===== config.mk =====
export PLATFORM = sky130hd
export DESIGN_NAME = mem_port_arbiter
export DESIGN_NICKNAME = d
export VERILOG_FILES = /design/src/rtl/mem_port_arbiter_pkg.sv /design/src/rtl/mem_arb_wait_ctr.sv /design/src/rtl/mem_port_arbiter.sv
export SDC_FILE = /design/constraint.sdc
export NUM_CORES = 1
export LEC_CHECK = 0
export CAP_MARGIN = 25
export CORE_AREA = 4 4 119 121
export CTS_BUF_LIST = sky130_fd_sc_hd__clkbuf_2
export CTS_CLUSTER_SIZE = 8
export DETAILED_ROUTE_END_ITERATION = 6
export DIE_AREA = 0 0 123 125
export PLACE_DENSITY = 0.87
export RECOVER_POWER = 25
export SLEW_MARGIN = 5
export SYNTH_ARGS = -nofsm -noshare
export SYNTH_HDL_FRONTEND = slang
export SYNTH_HIERARCHICAL = 1
export SYNTH_SLANG_ARGS = --single-unit

===== constraint.sdc =====
create_clock -name clk -period 2.1 [get_ports clk]
set_input_delay 0.42 -clock clk [delete_from_list [all_inputs] [get_ports clk]]
set_output_delay 0.42 -clock clk [all_outputs]
set_load 0.05 [all_outputs]

===== src/rtl/mem_port_arbiter_pkg.sv =====
// Shared types and constants for the unified memory port arbiter.
package mem_port_arbiter_pkg;

  localparam int unsigned MEM_LATENCY = 1;
  localparam int unsigned CTR_W       = 4;

  typedef enum logic [1:0] {
    ARB_STATE__IDLE,
    ARB_STATE__ISSUE,
    ARB_STATE__WAIT,
    ARB_STATE__DONE
  } arb_state_t;

  typedef enum logic {
    ARB_OWNER__CORE = 1'b0,
    ARB_OWNER__LDR  = 1'b1
  } arb_owner_t;

  // Winner selection; on a tie, rr_en hands the port to whoever was not served last.
  function automatic arb_owner_t arb_pick(input logic       core_req,
                                          input logic       ldr_req,
                                          input arb_owner_t last_served,
                                          input logic       rr_en);
    arb_owner_t win;
    win = ARB_OWNER__CORE;
    if (ldr_req && !core_req) begin
      win = ARB_OWNER__LDR;
    end else if (ldr_req && core_req && rr_en) begin
      win = (last_served == ARB_OWNER__CORE) ? ARB_OWNER__LDR : ARB_OWNER__CORE;
    end
    return win;
  endfunction

endpackage


===== src/rtl/mem_arb_wait_ctr.sv =====
// Loadable 4-bit down-counter that times the memory latency window.
module mem_arb_wait_ctr
  import mem_port_arbiter_pkg::*;
(
  input  logic             clk,
  input  logic             reset,
  input  logic             load,
  input  logic [CTR_W-1:0] load_val,
  input  logic             dec,
  output logic             is_one
);

  logic [CTR_W-1:0] count_q;

  always_ff @(posedge clk or posedge reset) begin
    if (reset) begin
      count_q <= '0;
    end else if (load) begin
      count_q <= load_val;
    end else if (dec && (count_q != '0)) begin
      count_q <= count_q - 1'b1;
    end
  end

  assign is_one = (count_q == CTR_W'(1));

endmodule


===== src/rtl/mem_port_arbiter.sv =====
// Two-requester arbiter (core / loader) for the shared instruction/data memory port.
// Build option: define MEM_ARB_ROUND_ROBIN_EN to alternate winners on simultaneous requests.
module mem_port_arbiter
  import mem_port_arbiter_pkg::*;
#(
  parameter int unsigned ADDR_W  = 32,
  parameter int unsigned DATA_W  = 32,
  parameter int unsigned LATENCY = MEM_LATENCY
) (
  input  logic                clk,
  input  logic                reset,
  input  logic                core_req,
  input  logic [ADDR_W-1:0]   core_addr,
  input  logic [DATA_W-1:0]   core_wdata,
  input  logic [DATA_W/8-1:0] core_we,
  output logic                core_gnt,
  output logic                core_rvalid,
  output logic [DATA_W-1:0]   core_rdata,
  input  logic                ldr_req,
  input  logic [ADDR_W-1:0]   ldr_addr,
  input  logic [DATA_W-1:0]   ldr_wdata,
  input  logic [DATA_W/8-1:0] ldr_we,
  output logic                ldr_gnt,
  output logic                ldr_rvalid,
  output logic [DATA_W-1:0]   ldr_rdata,
  output logic                mem_en,
  output logic [ADDR_W-1:0]   mem_addr,
  output logic [DATA_W-1:0]   mem_wdata,
  output logic [DATA_W/8-1:0] mem_we,
  input  logic [DATA_W-1:0]   mem_rdata,
  output logic                busy,
  output logic                owner
);

  localparam int unsigned BE_W = DATA_W / 8;
  localparam bit SingleCycle = (LATENCY == 1);
  localparam logic [CTR_W-1:0] WaitLoad = CTR_W'(LATENCY - 1);

  arb_state_t        state_q, state_d;
  arb_owner_t        owner_q, owner_d;
  arb_owner_t        winner;
  arb_owner_t        last_served;
  logic [ADDR_W-1:0] addr_q, addr_d;
  logic [DATA_W-1:0] wdata_q, wdata_d;
  logic [BE_W-1:0]   we_q, we_d;
  logic              ctr_load, ctr_dec, ctr_is_one;
  logic              rr_en;

`ifdef MEM_ARB_ROUND_ROBIN_EN
  arb_owner_t last_served_q, last_served_d;

  always_ff @(posedge clk or posedge reset) begin
    if (reset) begin
      last_served_q <= ARB_OWNER__LDR;
    end else begin
      last_served_q <= last_served_d;
    end
  end

  always_comb begin
    last_served_d = last_served_q;
    if (state_q == ARB_STATE__DONE) begin
      last_served_d = owner_q;
    end
  end

  assign last_served = last_served_q;
  assign rr_en       = 1'b1;
`else
  assign last_served = ARB_OWNER__LDR;
  assign rr_en       = 1'b0;
`endif

  assign winner = arb_pick(core_req, ldr_req, last_served, rr_en);

  always_ff @(posedge clk or posedge reset) begin
    if (reset) begin
      state_q <= ARB_STATE__IDLE;
      owner_q <= ARB_OWNER__CORE;
      addr_q  <= '0;
      wdata_q <= '0;
      we_q    <= '0;
    end else begin
      state_q <= state_d;
      owner_q <= owner_d;
      addr_q  <= addr_d;
      wdata_q <= wdata_d;
      we_q    <= we_d;
    end
  end

  always_comb begin
    state_d  = state_q;
    owner_d  = owner_q;
    addr_d   = addr_q;
    wdata_d  = wdata_q;
    we_d     = we_q;
    ctr_load = 1'b0;
    ctr_dec  = 1'b0;
    core_gnt = 1'b0;
    ldr_gnt  = 1'b0;
    mem_en   = 1'b0;
    unique case (state_q)
      ARB_STATE__IDLE: begin
        if (core_req || ldr_req) begin
          owner_d = winner;
          state_d = ARB_STATE__ISSUE;
          if (winner == ARB_OWNER__CORE) begin
            core_gnt = 1'b1;
            addr_d   = core_addr;
            wdata_d  = core_wdata;
            we_d     = core_we;
          end else begin
            ldr_gnt = 1'b1;
            addr_d  = ldr_addr;
            wdata_d = ldr_wdata;
            we_d    = ldr_we;
          end
        end
      end
      ARB_STATE__ISSUE: begin
        mem_en = 1'b1;
        if (SingleCycle) begin
          state_d = ARB_STATE__DONE;
        end else begin
          ctr_load = 1'b1;
          state_d  = ARB_STATE__WAIT;
        end
      end
      ARB_STATE__WAIT: begin
        ctr_dec = 1'b1;
        if (ctr_is_one) begin
          state_d = ARB_STATE__DONE;
        end
      end
      ARB_STATE__DONE: begin
        state_d = ARB_STATE__IDLE;
      end
      default: begin
        state_d = ARB_STATE__IDLE;
      end
    endcase
  end

  mem_arb_wait_ctr u_wait_ctr (
    .clk      (clk),
    .reset    (reset),
    .load     (ctr_load),
    .load_val (WaitLoad),
    .dec      (ctr_dec),
    .is_one   (ctr_is_one)
  );

  // Completion is a pure pass-through of mem_rdata, steered to the owner only.
  always_comb begin
    core_rvalid = (state_q == ARB_STATE__DONE) && (owner_q == ARB_OWNER__CORE);
    ldr_rvalid  = (state_q == ARB_STATE__DONE) && (owner_q == ARB_OWNER__LDR);
    core_rdata  = core_rvalid ? mem_rdata : '0;
    ldr_rdata   = ldr_rvalid ? mem_rdata : '0;
  end

  assign mem_addr  = addr_q;
  assign mem_wdata = wdata_q;
  assign mem_we    = mem_en ? we_q : '0;
  assign busy      = (state_q != ARB_STATE__IDLE);
  assign owner     = owner_q;

endmodule


==> metrics.yaml <==
cts_root_buf: "clkbuf_2"
synth-main-ff-cell: "dfrtp_1"
first_pass_iters: 5
drcViolationCount: 0
insertion_delay_ns: 0.52
first_global_vias: 4940
slew_headroom: 0.335
die_y_microns: 125
viasPerCell: 5.11
rows: 42
pre_cts_slack_ns: 0.219
finalWirelength_microns: 19400
ios: 311
die-area_sq_mm: 0.0154
reg2reg_depth: 8
status: "complete, but fails checks"
cts_buffer_depth: 2
gp_congestion: 0.809
grt_usage: 0.224
placed_area_sq_mm: 0.00814
max_freq_ghz: 0.443
dp_hpwl_microns: 13500
initial_core_util: 0.314
peakVddDrop_uv: 763
cp_max_fo: 17
grt_antenna_before_repair: 3
yosysWarnings: 6
drv_slew: 0
ys_ff_latch: 75
cts_tree: "done"
p_leak_nw: 3.83
hold_violations: 0
postRouteAntennaNets: 0
end_kind: "output port"
grt_pass1_wl_microns: 26800
r2r_setup_slack_ns: 0.22
num-nets-final: 980
crit_path_end: "core_rdata[8]"
r2r_start: "state_q[0]"
synth_top_family_by_area: "simple AND/OR/NAND/NOR gates"
synth-xor-area-share: 0
finClkSkew_ns: 0.0214
syn-cell-area_sq_mm: 0.00411
setup_violations: 71
critPathLaunch: "state_q[0]"
fin_area_sq_mm: 0.00856
reg2reg_to: "state_q[1]"
yosys-top-cells-count: "180 x nand3_1, 80 x nand2_1, 75 x dfrtp_1"
overflow: 0
postLayoutCoreUtil: 0.654
synth_edf_count: 0
area_growth_pct: 108
violations: "setup timing"
required_ns: 1.68
h-tree-depth: 3
fin_ws_ns: -0.156
yosysMostFrequentCell: "nand3_1"
cts_made_buffers: 9
synth_top_area_frac: 0.456
powerDensity_mw_per_mm2: 1490
synth.largest_area_cell: "dfrtp_1"
grt_max_degree: 76
vias: 5031
clock-sinks: 75
rsz0062_at_grt: "true"
drive_gt1_frac: 0.233
ys_seq_area_frac: 0.456
tightest_slew_ns: 0.998
io_buffers: 310
cp-start-kind: "flop"
synth_area_leaders: "dfrtp_1 46%, nand3_1 22%, nand2_1 7.3%"
drtIter0Drc: 269
clk_pin_slew_ns: 0.22
max_cap_viol_count: 0
syn_avg_cell_area_sq_um: 8.21
detail_route.wl_per_cell_microns: 19.7
ys_types: 31
synthMuxAreaShare: 0.00852
worstHoldPathType: "input pin to asynchronous set/reset pin"
synth_compound_area_frac: 0.0344
die_w_microns: 123
crit_arrival_ns: 1.84
period_share: 1.07
yosys.area_share.simple: 0.421
synth_cells: 501
coreArea_sq_mm: 0.0131
synth_fa_ha_area_frac: 0.0183
critPathKind: "flop to output port"
period_minus_slack_ns: 2.26
synth-async-reset-ratio: 1.00
layer usage:
layer | vias to the layer above | routed length (microns) | part of all wire | track usage
met2 | 273 | 9740 | 0.50 | 0.388
met3 | 52 | 2100 | 0.11 | 0.0876
met4 | 4 | 746 | 0.038 | 0.100
li1 | 2327 | - | - | -
met1 | 2375 | 6780 | 0.35 | 0.237
met5 | - | 21 | 0.0011 | 0
area by class of cell:
class | instances | area [sq um]
antenna | 1 | 2.50
multi-input combinational | 375 | 2290
sequential | 75 | 1880
timing repair buffer | 333 | 4020
fill | 962 | 4530
clock inverter | 7 | 67.6
tap | 176 | 220
clock buffer | 9 | 45.0
inverter | 8 | 36.3
critical path, stage by stage, from the launching register on:
cell and delay [ns]:
dfrtp_1 0.46, ha_4 0.15, nor2b_4 0.19, buf_8 0.17, and2_1 0.21, buf_12 0.15
through the flow:
step	cells	total power, mW	TNS [ns]	hold slack, ns
after floorplan	506	7.72	0	0.186
after global placement	958	11.5	0	0.458
after detailed placement	958	11.6	0	0.461
after CTS	980	12.5	-11.73	0.0839
after global routing	984	13.3	-17.63	0.208
final	984	12.8	-7.92	0.300
layout by cell type (no fill, tap or decap), drive strengths merged, types with 2 or more instances in the layout:
cell and instances:
nand3 180, clkdlybuf4s50 169, buf 97, nand2 80, dfrtp 75, dlygate4sd2 63
and2 39, and3 32, clkbuf 12, a32oi 8, inv 8, conb 6
ha 6, clkinv 4, a21oi 3, nor3b 3, nor2b 3, o21ai 3
clkinvlp 2, mux2i 2
where the power goes:
part,leakage (nW),internal [mW],switching [mW]
Combinational,2.84,3.58,5.84
Clock,0.0674,0.272,0.546
Sequential,0.926,2.11,0.404
Total,3.83,5.96,6.79
cells by family after synthesis:
| family | Yosys count |
|---|---|
| simple gates | 342 |
| flops | 75 |
| buf+inv | 56 |
| compound gates | 18 |
| fa+ha+maj | 6 |
| mux | 3 |
| other cells | 1 |
worst min path at each step:
stage	cells after the start	slack, ns	endpoint
2_1_floorplan	1	0.19	u_wait_ctr/count_q[0]
3_3_place_gp	2	0.46	mem_addr[29]
3_5_place_dp	2	0.46	we_q[3]
4_1_cts	2	0.08	u_wait_ctr/count_q[3]
5_1_grt	2	0.21	u_wait_ctr/count_q[2]
6_report	2	0.30	u_wait_ctr/count_q[3]
sequential cells by signal (all words and copies together) (netlist names):
name                count
mem_addr               32
we_q                    4
mem_wdata              32
u_wait_ctr/count_q      4
state_q                 2
owner                   1
timing repair:
action                     in CTS  in global routing
gates resized for setup       112                 27
pin swaps                       6                  0
cloned                          2                  1
hold buffers                    0                  0
setup endpoints to repair     135                 73
setup buffers                   4                  2
Power figures use the tool's default switching activity.
